File: config.mk
export PLATFORM = sky130hd
export DESIGN_NAME = rob_commit_flat
export DESIGN_NICKNAME = d
export VERILOG_FILES = /design/src/rtl/rob_commit_if.sv /design/src/rtl/rob_commit.sv /design/src/flat_wrapper.sv
export SDC_FILE = /design/constraint.sdc
export NUM_CORES = 1
export LEC_CHECK = 0
export ABC_AREA = 1
export CAP_MARGIN = 20
export CORE_AREA = 5 5 154 156
export DETAILED_ROUTE_END_ITERATION = 10
export DIE_AREA = 0 0 159 161
export SLEW_MARGIN = 20
export SYNTH_ARGS = -nofsm -noshare
export SYNTH_HDL_FRONTEND = slang
export SYNTH_SLANG_ARGS = --single-unit
File: constraint.sdc
create_clock -name clk -period 1.4 [get_ports clk]
set_input_delay 0.21 -clock clk [delete_from_list [all_inputs] [get_ports clk]]
set_output_delay 0.21 -clock clk [all_outputs]
set_load 0.1 [all_outputs]
File: src/rtl/rob_commit_if.sv
// rob_commit_if: ROB-head / regfile / store-path / flush bundle around the commit unit.
//   master: commit unit (consumes head, head_idx, store_ack; drives the rest)
//   slave : surrounding pipeline (ROB, RAT/regfile, store path, fetch)
//   ROB_COMMIT_RVFI_EN adds the rvfi_* monitor signals.
interface rob_commit_if #(parameter int ROB_IDX_W = 5);
   typedef struct packed {
      logic        valid;
      logic [1:0]  status;
      logic [31:0] pc;
      logic [31:0] insn;
      logic [4:0]  rs1_addr;
      logic [4:0]  rs2_addr;
      logic [4:0]  rd_addr;
      logic [31:0] rd_data;
      logic        regf_we;
      logic        br_en;
      logic [31:0] pc_new;
      logic [31:0] mem_addr;
      logic [31:0] mem_wdata;
      logic [31:0] mem_rdata;
      logic [3:0]  mem_wmask;
      logic [3:0]  mem_rmask;
   } rob_entry_t;
   rob_entry_t           head;
   logic [ROB_IDX_W-1:0] head_idx;
   logic                 dequeue;
   logic                 regf_we;
   logic [4:0]           regf_rd_addr;
   logic [31:0]          regf_rd_data;
   logic [ROB_IDX_W-1:0] regf_rob_idx;
   logic                 store_commit;
   logic [31:0]          store_addr;
   logic [31:0]          store_wdata;
   logic [3:0]           store_wmask;
   logic                 store_ack;
   logic                 flush;
   logic [31:0]          pc_redirect;
   logic                 retire_valid;
`ifdef ROB_COMMIT_RVFI_EN
   logic [63:0]          rvfi_order;
   logic [31:0]          rvfi_insn;
   logic [31:0]          rvfi_pc_rdata;
   logic [31:0]          rvfi_pc_wdata;
   logic [4:0]           rvfi_rs1_addr;
   logic [4:0]           rvfi_rs2_addr;
   logic [4:0]           rvfi_rd_addr;
   logic [31:0]          rvfi_rd_wdata;
   logic [31:0]          rvfi_mem_addr;
   logic [31:0]          rvfi_mem_wdata;
   logic [31:0]          rvfi_mem_rdata;
   logic [3:0]           rvfi_mem_wmask;
   logic [3:0]           rvfi_mem_rmask;
`endif
   modport master (
      input  head, head_idx, store_ack,
      output dequeue, regf_we, regf_rd_addr, regf_rd_data, regf_rob_idx,
             store_commit, store_addr, store_wdata, store_wmask,
             flush, pc_redirect, retire_valid
`ifdef ROB_COMMIT_RVFI_EN
      , output rvfi_order, rvfi_insn, rvfi_pc_rdata, rvfi_pc_wdata,
             rvfi_rs1_addr, rvfi_rs2_addr, rvfi_rd_addr, rvfi_rd_wdata,
             rvfi_mem_addr, rvfi_mem_wdata, rvfi_mem_rdata, rvfi_mem_wmask, rvfi_mem_rmask
`endif
   );
   modport slave (
      output head, head_idx, store_ack,
      input  dequeue, regf_we, regf_rd_addr, regf_rd_data, regf_rob_idx,
             store_commit, store_addr, store_wdata, store_wmask,
             flush, pc_redirect, retire_valid
`ifdef ROB_COMMIT_RVFI_EN
      , input rvfi_order, rvfi_insn, rvfi_pc_rdata, rvfi_pc_wdata,
             rvfi_rs1_addr, rvfi_rs2_addr, rvfi_rd_addr, rvfi_rd_wdata,
             rvfi_mem_addr, rvfi_mem_wdata, rvfi_mem_rdata, rvfi_mem_wmask, rvfi_mem_rmask
`endif
   );
endinterface

File: src/rtl/rob_commit.sv
// rob_commit: in-order retirement of the ROB head (regfile write, store sequencing, branch flush).
//   clk, rst : clock, synchronous active-high reset
//   bus      : rob_commit_if.master (head entry in; dequeue, regfile, store, flush, retire out)
//   ROB_COMMIT_RVFI_EN : adds the 64-bit retire order counter and rvfi_* monitor outputs.
module rob_commit #(
   parameter int ROB_IDX_W    = 5,
   parameter int FLUSH_CYCLES = 1
) (
   input logic         clk,
   input logic         rst,
   rob_commit_if.master bus
);
   localparam logic [1:0] ST_DONE = 2'd2;
   typedef enum logic [1:0] {READY, STORE_WAIT, FLUSH} state_t;
   state_t     state;
   logic [3:0] flush_cnt;
   logic       retireable;
   logic       is_store;
   always_comb begin
      retireable  = bus.head.valid && bus.head.status == ST_DONE;
      is_store    = bus.head.mem_wmask != 4'd0;
      // Gated by rst so an entry is never popped in a cycle whose retire gets wiped.
      bus.dequeue = !rst && (state == READY ? retireable && !is_store
                                            : state == STORE_WAIT && bus.store_ack);
   end
   always_ff @(posedge clk) begin
      if (rst) begin
         state            <= READY;
         flush_cnt        <= 4'd0;
         bus.regf_we      <= 1'b0;
         bus.regf_rd_addr <= 5'd0;
         bus.regf_rd_data <= 32'd0;
         bus.regf_rob_idx <= {ROB_IDX_W{1'b0}};
         bus.store_commit <= 1'b0;
         bus.store_addr   <= 32'd0;
         bus.store_wdata  <= 32'd0;
         bus.store_wmask  <= 4'd0;
         bus.flush        <= 1'b0;
         bus.pc_redirect  <= 32'd0;
         bus.retire_valid <= 1'b0;
      end else begin
         bus.retire_valid <= bus.dequeue;
         bus.regf_we      <= 1'b0;
         case (state)
            READY: if (retireable) begin
               if (!is_store) begin
                  bus.regf_we      <= bus.head.regf_we && bus.head.rd_addr != 5'd0;
                  bus.regf_rd_addr <= bus.head.rd_addr;
                  bus.regf_rd_data <= bus.head.rd_data;
                  bus.regf_rob_idx <= bus.head_idx;
                  // Fetch predicts not-taken, so any taken branch is a mispredict.
                  if (bus.head.br_en) begin
                     state           <= FLUSH;
                     bus.flush       <= 1'b1;
                     bus.pc_redirect <= bus.head.pc_new;
                     flush_cnt       <= 4'(FLUSH_CYCLES - 1);
                  end
               end else begin
                  state            <= STORE_WAIT;
                  bus.store_commit <= 1'b1;
                  bus.store_addr   <= bus.head.mem_addr;
                  bus.store_wdata  <= bus.head.mem_wdata;
                  bus.store_wmask  <= bus.head.mem_wmask;
               end
            end
            STORE_WAIT: if (bus.store_ack) begin
               state            <= READY;
               bus.store_commit <= 1'b0;
            end
            FLUSH: if (flush_cnt == 4'd0) begin
               state     <= READY;
               bus.flush <= 1'b0;
            end else flush_cnt <= flush_cnt - 4'd1;
            default: state <= READY;
         endcase
      end
   end
`ifdef ROB_COMMIT_RVFI_EN
   logic [63:0] order;
   always_ff @(posedge clk) begin
      if (rst) begin
         order              <= 64'd0;
         bus.rvfi_order     <= 64'd0;
         bus.rvfi_insn      <= 32'd0;
         bus.rvfi_pc_rdata  <= 32'd0;
         bus.rvfi_pc_wdata  <= 32'd0;
         bus.rvfi_rs1_addr  <= 5'd0;
         bus.rvfi_rs2_addr  <= 5'd0;
         bus.rvfi_rd_addr   <= 5'd0;
         bus.rvfi_rd_wdata  <= 32'd0;
         bus.rvfi_mem_addr  <= 32'd0;
         bus.rvfi_mem_wdata <= 32'd0;
         bus.rvfi_mem_rdata <= 32'd0;
         bus.rvfi_mem_wmask <= 4'd0;
         bus.rvfi_mem_rmask <= 4'd0;
      end else if (bus.dequeue) begin
         order              <= order + 64'd1;
         bus.rvfi_order     <= order;
         bus.rvfi_insn      <= bus.head.insn;
         bus.rvfi_pc_rdata  <= bus.head.pc;
         bus.rvfi_pc_wdata  <= bus.head.br_en ? bus.head.pc_new : bus.head.pc + 32'd4;
         bus.rvfi_rs1_addr  <= bus.head.rs1_addr;
         bus.rvfi_rs2_addr  <= bus.head.rs2_addr;
         bus.rvfi_rd_addr   <= bus.head.rd_addr;
         bus.rvfi_rd_wdata  <= bus.head.rd_addr == 5'd0 ? 32'd0 : bus.head.rd_data;
         bus.rvfi_mem_addr  <= bus.head.mem_addr;
         bus.rvfi_mem_wdata <= bus.head.mem_wdata;
         bus.rvfi_mem_rdata <= bus.head.mem_rdata;
         bus.rvfi_mem_wmask <= bus.head.mem_wmask;
         bus.rvfi_mem_rmask <= bus.head.mem_rmask;
      end
   end
`endif
endmodule

File: src/flat_wrapper.sv
// flat-port wrapper written by rule: the top's interface ports become plain ports
module rob_commit_flat 
#(
   parameter int ROB_IDX_W    = 5,
   parameter int FLUSH_CYCLES = 1
)
  (clk, rst, bus_head, bus_head_idx, bus_store_ack, bus_dequeue, bus_regf_we, bus_regf_rd_addr, bus_regf_rd_data, bus_regf_rob_idx, bus_store_commit, bus_store_addr, bus_store_wdata, bus_store_wmask, bus_flush, bus_pc_redirect, bus_retire_valid);
  rob_commit_if #(.ROB_IDX_W(ROB_IDX_W)) bus_i ();
  input logic clk;
  input logic rst;
  input wire logic [$bits(bus_i.head)-1:0] bus_head;
  input wire logic [$bits(bus_i.head_idx)-1:0] bus_head_idx;
  input wire logic [$bits(bus_i.store_ack)-1:0] bus_store_ack;
  output wire logic [$bits(bus_i.dequeue)-1:0] bus_dequeue;
  output wire logic [$bits(bus_i.regf_we)-1:0] bus_regf_we;
  output wire logic [$bits(bus_i.regf_rd_addr)-1:0] bus_regf_rd_addr;
  output wire logic [$bits(bus_i.regf_rd_data)-1:0] bus_regf_rd_data;
  output wire logic [$bits(bus_i.regf_rob_idx)-1:0] bus_regf_rob_idx;
  output wire logic [$bits(bus_i.store_commit)-1:0] bus_store_commit;
  output wire logic [$bits(bus_i.store_addr)-1:0] bus_store_addr;
  output wire logic [$bits(bus_i.store_wdata)-1:0] bus_store_wdata;
  output wire logic [$bits(bus_i.store_wmask)-1:0] bus_store_wmask;
  output wire logic [$bits(bus_i.flush)-1:0] bus_flush;
  output wire logic [$bits(bus_i.pc_redirect)-1:0] bus_pc_redirect;
  output wire logic [$bits(bus_i.retire_valid)-1:0] bus_retire_valid;
  assign bus_i.head = bus_head;
  assign bus_i.head_idx = bus_head_idx;
  assign bus_i.store_ack = bus_store_ack;
  assign bus_dequeue = bus_i.dequeue;
  assign bus_regf_we = bus_i.regf_we;
  assign bus_regf_rd_addr = bus_i.regf_rd_addr;
  assign bus_regf_rd_data = bus_i.regf_rd_data;
  assign bus_regf_rob_idx = bus_i.regf_rob_idx;
  assign bus_store_commit = bus_i.store_commit;
  assign bus_store_addr = bus_i.store_addr;
  assign bus_store_wdata = bus_i.store_wdata;
  assign bus_store_wmask = bus_i.store_wmask;
  assign bus_flush = bus_i.flush;
  assign bus_pc_redirect = bus_i.pc_redirect;
  assign bus_retire_valid = bus_i.retire_valid;
  rob_commit #(.ROB_IDX_W(ROB_IDX_W), .FLUSH_CYCLES(FLUSH_CYCLES)) u_core (.clk(clk), .rst(rst), .bus(bus_i));
endmodule
==> results of run 1 <==
==> flip-flops by register name (all words and copies together) (netlist names) <==
| signal | count |
|---|---|
| u_core.bus.store_commit | 1 |
| u_core.bus.store_wmask | 4 |
| u_core.flush_cnt | 4 |
| u_core.bus.flush | 1 |
| u_core.bus.pc_redirect | 32 |
| u_core.bus.store_wdata | 32 |
| u_core.bus.regf_rd_data | 32 |
| u_core.bus.store_addr | 32 |
| u_core.bus.regf_rob_idx | 5 |
| u_core.bus.retire_valid | 1 |
| u_core.state | 2 |
| u_core.bus.regf_rd_addr | 5 |
| u_core.bus.regf_we | 1 |
==> tightest hold or removal path, stage by stage <==
cell            delay [ps]
dlymetal6s2s_1         180
o21ai_4                 80
a21oi_2                 80
==> logic make-up (layout without fill, tap and decap cells) <==
family / count (synthesis) / in the layout / share of synthesized area
compound gates: 218 / 218 / 0.198
simple gates: 197 / 201 / 0.147
flops: 152 / 152 / 0.551
buf+inv: 126 / 483 / 0.100
fa+ha+maj: 1 / 1 / 0.00227
xor+xnor: 1 / 1 / 0.00159
==> cell type report <==
cell class	count	area (um2)	area share
clock buffer	18	439	0.0357
clock inverter	14	138	0.0112
inverter	81	323	0.0262
multi-input combinational	421	2450	0.199
sequential	152	3050	0.248
tap	285	357	0.0290
timing repair buffer	370	5550	0.451
==> layout by cell type (no fill, tap or decap), types with 4 or more instances in the layout <==
cell type and n:
nor2_1 163, buf_12 163, dfxtp_1 150, clkdlybuf4s50_1 145
inv_1 76, o21ai_1 47, o21ai_0 46, o21ai_2 44
a21oi_1 38, a21oi_2 32, clkbuf_16 30, buf_4 30
nand2_1 11, buf_6 10, nand3_1 7, o21ai_4 7
inv_6 6, nor2_4 5, clkinvlp_4 4, buf_16 4
dlymetal6s2s_1 4
==> layer usage <==
layer / vias up / global-route usage
met5: - / 0
met2: 209 / 0.252
met4: 0 / 0.0489
met3: 25 / 0.0727
met1: 2666 / 0.172
li1: 2936 / -
==> per-stage QoR <==
step                hold slack, ps  total power (W)
floorplan                      272          0.00578
global placement               467          0.00690
detailed placement             470          0.00692
CTS                            324           0.0116
global route                   162           0.0122
finish                         155           0.0117
==> power by group through the flow <==
stage	registers (W)	clock network (W)	logic (W)
6_report	0.00457	0.00457	0.00257
5_1_grt	0.00458	0.00493	0.00268
2_1_floorplan	0.00546	0	0.000320
3_3_place_gp	0.00466	0	0.00224
3_5_place_dp	0.00467	0	0.00225
4_1_cts	0.00457	0.00472	0.00233
==> timing repair <==
action | 4_1_cts | 5_1_grt
setup endpoints to repair | 45 | 133
hold buffers | 0 | 0
setup buffers | 8 | 10
resized for setup | 22 | 204
pin swaps | 10 | 26
gates cloned | 6 | 16
==> path summary, 6_finish.rpt <==
kind / end / from / depth (start not counted) / slack [ps]
setup / recovery: bus_dequeue / u_core.state[0] / 4 / -210
hold / removal: u_core.bus.store_wmask[1] / bus_head[5] / 3 / 160
setup reg to reg: u_core.bus.store_wdata[28] / u_core.state[0] / 9 / -140
hold reg to reg: u_core.bus.store_addr[19] / u_core.bus.store_addr[19] / 2 / 480
==> reports/metrics.yaml, run 1 <==
routing:
  routed-wl-met3_um: 2010
  met2_length_um: 10900
  top_layer_used: "met4"
  first_iter_violations: 182
  avgRoutedWirePerCell_um: 16.2
  post_drt_via_cell_ratio: 4.35
  drc: 0
  detail-route-antenna-nets: 0
  drt-pass1-iter-count: 5
  wl_met1_um: 8390
  drt_wl_total_um: 21700
  vias: 5836
worst_setup_path:
  cp_num_buf_inv: 1
  crit_path_start_kind: "flip-flop"
  path_cells: "nor2_4 -> nand4_4 -> a21oi_4 -> buf_12"
  cp_top_family: "flip-flops"
  crit_slowest_cell: "dfxtp_2"
  critPathKind: "reg -> out"
  crit_required_ps: 1190
  crit_fanout: 2
  arrival_ps: 1400
  end_kind: "output port"
  max_stage_delay_ps: 330
power_and_ir_drop:
  p_sw_w: 0.00357
  power_frac_seq: 0.391
  switching_share: 0.305
  p_comb_frac: 0.219
  clkPwrFrac: 0.390
  vdd_ir_drop_max_v: 0.000791
  p_leak_nw: 4.72
  p_int_w: 0.00813
  powerDensity_nw_per_um2: 951
placement:
  port-buffer-count: 296
  place_inst: 1269
  place_ws_ps: -544
  gp_congestion: 0.741
  dp_hpwl_um: 14700
  dpl_cell_area_um2: 10500
timing:
  finClkSkew_ps: 13.3
  tightestPinTransition_ps: 320
  fin_crit_ps: 1610
  fin_setup_tns_ps: -8560
  rsz0062_at_grt: "true"
  hold_viol_final: 0
  slew_headroom: 0.787
  fmax_mhz: 622
  setup_slack_ps: -207
  fin_crit_sh: 1.15
  slew_violations: 0
  setup_violations: 107
cells_and_area:
  area_growth_pct: 123
  drive_gt1_frac: 0.345
  num-nets-final: 1304
  stdcell_area_um2: 12300
  layout.cells.non_filler: 1341
  antenna-diode-count: 0
  final_core_utilization: 0.554
  nFillCells: 1949
global_routing:
  grt.overflow.total: 0
  track_usage: 0.152
  grt_first_pass_wirelength_um: 30900
  antenna_found_initial: 0
  grt_max_degree: 51
  grt_pass1_vias: 5473
logic_synthesis:
  syn-num-nets: 956
  ys_top_cells_by_count: "nor2_1, dfxtp_1, o21ai_0"
  yosys-top-cells-area: "dfxtp_1, o21ai_0, nor2_1"
  netlist_area_um2: 5520
  synth_top_area_share: 0.551
  synth-edff-count: 0
  synth.yosys.warnings: 0
  synth-async-reset-ratio: 0
  avgSynthCellArea_um2: 7.94
  ys_seq_elements: 152
  synthCells: 695
  synth_seq_area_share: 0.551
  synth-main-ff-cell: "dfxtp_1"
  yosysTopAreaCell: "dfxtp_1"
  synth.most_common_cell: "nor2_1"
  synth_cell_type_count: 26
cts:
  cts_tree: "done"
  cts.path.max_buffers: 2
  cts_sinks: 152
  clkSlewWorstSetupHoldPaths_ps: 70
  worstSkewPairLatency_ps: 430
  cts_made_buffers: 17
  cts-root-buf: "clkbuf_16"
  h-tree-depth: 4
floorplanning:
  fp.dieW_um: 159
  coreArea_um2: 22200
  io_pins: 407
  start_util: 0.248
  die-area_um2: 25600
  num_rows: 55
  die_h_um: 161
run_status:
  outcome: "finished, violations left"
  failed_checks: "negative setup slack"
worst_hold_path:
  min_path_type: "in -> reg"
job:
  max_cap_viol_count: 0
(Power assumes the default switching activity.)
==> inputs of run 2 (changes only) <==
--- a/config.mk
+++ b/config.mk
@@ -7,9 +7,9 @@
 export LEC_CHECK = 0
 export ABC_AREA = 1
 export CAP_MARGIN = 20
-export CORE_AREA = 5 5 154 156
+export CORE_AREA = 5 5 157 159
 export DETAILED_ROUTE_END_ITERATION = 10
-export DIE_AREA = 0 0 159 161
+export DIE_AREA = 0 0 162 164
 export SLEW_MARGIN = 20
 export SYNTH_ARGS = -nofsm -noshare
 export SYNTH_HDL_FRONTEND = slang
==> constraint.sdc (replaced) <==
create_clock -name clk -period 2.1 [get_ports clk]
set_input_delay 0.315 -clock clk [delete_from_list [all_inputs] [get_ports clk]]
set_output_delay 0.315 -clock clk [all_outputs]
set_load 0.1 [all_outputs]
==> reports/metrics.yaml, run 2 (same netlist as run 1, synthesis figures left out) <==
routing:
  drt-pass1-iter-count: 4  # -1
  drt_wl_total_um: 18100  # -17%
  avgRoutedWirePerCell_um: 14.0  # -13%
  vias: 5412  # -7.3%
  post_drt_via_cell_ratio: 4.20  # -3.4%
  detail-route-antenna-nets: 0  # unchanged
  drc: 0  # unchanged
  first_iter_violations: 235  # +29%
worst_setup_path:
  reg2reg_depth: 7  # -2
  max_stage_delay_ps: 490  # +160 ps
  end_kind: "output port"
  critPathKind: "in -> out"
  arrival_ps: 1660  # +260 ps
  crit_slowest_cell: "clkdlybuf4s50_1"
  r2r-end: "u_core.bus.pc_redirect[31]"
  crit_path_start_kind: "input pin"
  reg2reg_slack_ps: 530  # +670 ps
  r2r_start: "u_core.state[1]"
  crit_required_ps: 1780  # +590 ps
  path_cells: "clkdlybuf4s50_1 -> nand2_1 -> nor2_2 -> nand4_4 -> a21oi_4 -> buf_12"
  crit_fanout: 2  # unchanged
timing:
  finClkSkew_ps: 4.56  # -8.71 ps
  hold_viol_final: 0  # unchanged
  fin_crit_ps: 1970
  fin_crit_sh: 0.940
  rsz0062_at_grt: "false"
  slew_headroom: 0.760  # -0.0266
  fin_setup_tns_ps: 0  # +8560 ps
  tightestPinTransition_ps: 360  # +40.0 ps
  setup_violations: 0  # -100%
  fmax_mhz: 507
  slew_violations: 0  # unchanged
worst_hold_path:
  hp-start: "u_core.bus.store_wdata[9]"
  min_path_type: "reg -> reg"
  holdPathStages: 2  # -1
  min_to: "u_core.bus.store_wdata[9]"
cells_and_area:
  stdcell_area_um2: 9110  # -26%
  final_common_cell: "nor2_1"
  final_core_utilization: 0.394  # -0.160
  final_cell_mix: "nor2_1, buf_4, dfxtp_1"
  num-nets-final: 1245  # -4.5%
  nFillCells: 2407  # +23%
  final-seq-area_um2: 3040  # about the same
  drive_gt1_frac: 0.214  # -0.131
  multi_input_area_um2: 1940  # -21%
  area_growth_pct: 65.1
power_and_ir_drop:
  p_leak_nw: 3.74  # -21%
  vdd_ir_drop_max_v: 0.000435  # -45%
  powerDensity_nw_per_um2: 816  # -14%
floorplanning:
  die_h_um: 164  # +1.9%
  fp.dieW_um: 162  # +1.9%
  start_util: 0.239  # -0.00961
  coreArea_um2: 23100  # +4.0%
  num_rows: 56  # +1.8%
  io_pins: 407  # unchanged
  die-area_um2: 26600  # +3.8%
global_routing:
  grt_max_degree: 87  # +71%
  antenna_found_initial: 1  # +1
  grt_pass1_vias: 5068  # -7.4%
  track_usage: 0.131  # -0.0202
  grt_first_pass_wirelength_um: 27700  # -10%
  grt.overflow.total: 0  # unchanged
cts:
  cts_sinks: 152  # unchanged
  cts_resized: 0  # -100%
  clkSlewWorstSetupHoldPaths_ps: 70  # about the same
  worstSkewPairLatency_ps: 420  # about the same
  cts-root-buf: "clkbuf_16"
  h-tree-depth: 4  # unchanged
  cts_made_buffers: 17  # unchanged
  cts_setup_buffers: 0  # -8
  cts.path.max_buffers: 2  # unchanged
  cts_tree: "done"
  postCtsHoldBufs: 0  # unchanged
placement:
  dp_hpwl_um: 13400  # -9.0%
  gp_congestion: 0.729  # -1.6%
  port-buffer-count: 296  # unchanged
  dpl_cell_area_um2: 8510  # -19%
job:
  max_cap_viol_count: 0  # unchanged
run_status:
  outcome: "complete, no violations"
==> run 2: cell count changes in the layout (fill, tap and decap cells not counted), moves of 7 or more <==
cell       previous run  this run
buf_6                10         0
o21ai_0              46       133
a21oi_1              38        72
buf_4                30       157
o21ai_2              44         0
o21ai_1              47        11
clkbuf_16            30        17
a21oi_2              32         0
o21ai_4               7         0
buf_12              163         9
==> run 2: worst max-delay path, delay by kind of cell <==
family                 cells  cell delay [ps]
and+or+nand+nor            3              450
buffers and inverters      2              680
AOI/OAI and AO/OA          1              200
==> run 2: stage by stage <==
step	cells	total power, W	hold WS [ps]	setup slack (ps)
floorplan	695	0.00385	384	317
global placement	1255	0.00433	431	75.1
detailed placement	1255	0.00434	435	43.1
CTS	1287	0.00756	446	87.9
global route	1287	0.00776	460	70.7
finish	1288	0.00744	444	126
==> run 2: layout make-up <==
| class | instances | area share |
|---|---|---|
| diodes | 1 | 0.000275 |
| clock buffers | 18 | 0.0482 |
| clock inverters | 14 | 0.0179 |
| inverters | 81 | 0.0338 |
| multi-input cells | 417 | 0.213 |
| flip-flops and latches | 152 | 0.334 |
| well taps | 290 | 0.0398 |
| repair buffers | 315 | 0.313 |
==> run 2: where the power goes <==
part	switching, W	total, W	internal [W]
clock	0.00136	0.00317	0.00182
sequential	0.0000412	0.00300	0.00296
combinational	0.000823	0.00126	0.000436
==> run 2: metal layers <==
metal	up-vias	part of all wire	track usage
met5	-	0.00066	0
met4	2	0.019	0.0431
met3	23	0.11	0.0647
met2	182	0.46	0.207
met1	2406	0.42	0.157
li1	2799	-	-
==> run 2: how the worst max path moves through the flow <==
stage / start / to / slack (ps)
2_1_floorplan: u_core.state[1] / bus_dequeue / 320
3_3_place_gp: bus_head[251] / u_core.bus.store_wdata[30] / 80
3_5_place_dp: bus_head[251] / u_core.bus.regf_rd_data[4] / 40
4_1_cts: bus_head[251] / bus_dequeue / 90
5_1_grt: bus_head[251] / bus_dequeue / 70
6_report: bus_head[251] / bus_dequeue / 130
==> patch: new RTL, flow settings as in run 2 <==
`ROB_IDX_W` is set to 5 in 3 places; all go to 4.
--- a/src/rtl/rob_commit_if.sv
+++ b/src/rtl/rob_commit_if.sv
@@ -2,7 +2,7 @@
 //   master: commit unit (consumes head, head_idx, store_ack; drives the rest)
 //   slave : surrounding pipeline (ROB, RAT/regfile, store path, fetch)
 //   ROB_COMMIT_RVFI_EN adds the rvfi_* monitor signals.
-interface rob_commit_if #(parameter int ROB_IDX_W = 5);
+interface rob_commit_if #(parameter int ROB_IDX_W = 4);
    typedef struct packed {
       logic        valid;
       logic [1:0]  status;
--- a/src/rtl/rob_commit.sv
+++ b/src/rtl/rob_commit.sv
@@ -3,7 +3,7 @@
 //   bus      : rob_commit_if.master (head entry in; dequeue, regfile, store, flush, retire out)
 //   ROB_COMMIT_RVFI_EN : adds the 64-bit retire order counter and rvfi_* monitor outputs.
 module rob_commit #(
-   parameter int ROB_IDX_W    = 5,
+   parameter int ROB_IDX_W    = 4,
    parameter int FLUSH_CYCLES = 1
 ) (
    input logic         clk,
--- a/src/flat_wrapper.sv
+++ b/src/flat_wrapper.sv
@@ -1,7 +1,7 @@
 // flat-port wrapper written by rule: the top's interface ports become plain ports
 module rob_commit_flat 
 #(
-   parameter int ROB_IDX_W    = 5,
+   parameter int ROB_IDX_W    = 4,
    parameter int FLUSH_CYCLES = 1
 )
   (clk, rst, bus_head, bus_head_idx, bus_store_ack, bus_dequeue, bus_regf_we, bus_regf_rd_addr, bus_regf_rd_data, bus_regf_rob_idx, bus_store_commit, bus_store_addr, bus_store_wdata, bus_store_wmask, bus_flush, bus_pc_redirect, bus_retire_valid);
Interface: changed (resized bus_head_idx and bus_regf_rob_idx); port bits go from 407 to 405. No check against the original RTL was run, so the function may have changed too.
==> patch against run 2 <==
- critical path depth is the same
- sequential cell count shrank 1
- die area is the same
- final area grew 0.92%
- routed wire length grew 4.2%
- non-clock buffer count grew 3
- power grew 3.0%
- synthesized area grew 0.25%
- highest routed layer is now met4
- setup slack gained 0.038 ns
==> patch: results (changes against run 2) <==
[yosys]
ys_warn_count = 0  ; unchanged
ys_seq_area_share_pct = 54.64  ; -0.50 points
synth_common_cells = dfxtp_1, a21oi_1, nor2_1
synth_most_common_cell = dfxtp_1
avgSynthCellArea_um2 = 8.007  ; +0.83%
async_reset_ff_share_pct = 0  ; unchanged
synth_cell_types = 24  ; -7.7%
syn-num-nets = 951  ; -0.52%
yosys-top-cells-area = dfxtp_1, a21oi_1, nor2_1

[outcome]
outcome = finished, final reports clean

[worst_setup_path]
crit_fanout = 3  ; +1
critPathArrivalTime_ns = 1.62  ; -0.04 ns

[detailed_routing]
drtIter0Drc = 279  ; +19%
wl_met2_um = 8217  ; -0.72%
avgRoutedWirePerCell_um = 14.69  ; +4.6%
vias = 5448  ; +0.67%
routed_wirelength_um = 18830  ; +4.2%
routed.top_layer = met4
ant_nets = 0  ; unchanged
dr_wl_met3_um = 2349  ; +24%
met1_length_um = 8097  ; +7.3%
dr.pass1.iters = 4  ; unchanged

[timing]
worstMarginPinSlew_ns = 0.3295  ; -0.03026 ns
skew_ns = 0.008549  ; +0.003993 ns

[clock_network]
clkTransAtPathRegs_ns = 0.07  ; about the same
cts_resized = 0  ; unchanged
cts_buffers = 17  ; unchanged
ctsHtreeMaxLevel = 4  ; unchanged
cts_root_buf = clkbuf_16
clockBufferDepth = 2  ; unchanged
clk_latency_ns = 0.41
post-cts-setup-buffer-count = 0  ; unchanged

[placement]
place_congestion = 0.7404  ; +1.5%
post-dp-hpwl_um = 13840  ; +3.2%
placed_cell_area_um2 = 8562  ; +0.65%
pre_cts_ws_ns = 0.08752  ; +0.04439 ns
portBuffers = 294  ; -0.68%
place_inst = 1251  ; -0.32%

[final_layout]
fin_nets = 1240  ; -0.40%
drive_gt1_share_pct = 21.39  ; +0.028 points

[power]
peakVddDrop_mv = 0.4404  ; +1.3%
p_leak_nw = 3.651  ; -2.3%

[global_route]
grt_usage_pct = 13.66  ; +0.53 points
grt_max_degree = 55  ; -37%
grt_pass1_vias = 5099  ; +0.61%
grt_pass1_wl_um = 28430  ; +2.6%
grt_antenna_before_repair = 1  ; unchanged

[patch: cell types whose count changed after synthesis, moves of 5 or more]
| cell | delta |
|---|---|
| nand3_1 | +30 |
| o21ai_1 | +51 |
| nand2_1 | +35 |
| a21oi_1 | +36 |
| buf_2 | +8 |
| o21ai_0 | -85 |
| nor2_1 | -73 |
| nor2_2 | -5 |
[patch: logic make-up (layout without fill, tap and decap cells)]
group                    Yosys count  after routing  synth area share (%)
other                              0              1                     0
buffers and inverters            128            428                 9.792
adder cells (fa/ha/maj)            1              1                0.2261
flip-flops                       151            151                 54.64
XOR/XNOR                           1              1                0.1583
AND/OR/NAND/NOR                  189            189                 15.08
AO/OA/AOI/OAI                    221            221                 20.10
[patch: through the flow]
step / total power, mW / utilization (%)
after floorplan: 3.848 / -
after global placement: 4.356 / 37.03
after detailed placement: 4.359 / 37.03
after CTS: 7.804 / 39.76
after global routing: 7.999 / 39.76
final: 7.657 / 39.77
[patch: worst paths after layout]
kind | cells after the start | end | start | slack (ns)
worst min register to register | 2 | u_core.bus.store_wmask[2] | u_core.bus.store_wmask[2] | 0.44
worst min-delay path | 2 | u_core.bus.store_wmask[2] | u_core.bus.store_wmask[2] | 0.44
worst max register to register | 7 | u_core.bus.flush | u_core.state[0] | 0.60
worst max-delay path | 6 | bus_dequeue | bus_head[250] | 0.16
[patch: per-layer routing]
layer / vias up / global-route usage (%)
met2: 207 / 20.53
met5: - / 0
met3: 11 / 8.130
met1: 2401 / 16.76
li1: 2829 / -
met4: 0 / 3.345
[patch: final cells by class]
class                   count  area [µm²]
fillers                  2405       13930
flip-flops and latches    151        3023
repair buffers            318        2883
multi-input cells         412        1993
clock buffers              19       432.9
well taps                 290       362.8
inverters                  80       300.3
clock inverters            11       197.7
diodes                      1       2.502
[patch: power breakdown]
part	switching, mW	leakage (nW)	internal [mW]
sequential	0.0463	1.22	2.95
clock	1.26	0.304	2.11
combinational	0.849	2.12	0.446
[patch: worst max-delay path: stages]
cell and delay, ns:
clkdlybuf4s50_1 0.49, nand3_2 0.12, inv_1 0.16, nand4_4 0.15, a21oi_4 0.18, buf_12 0.19
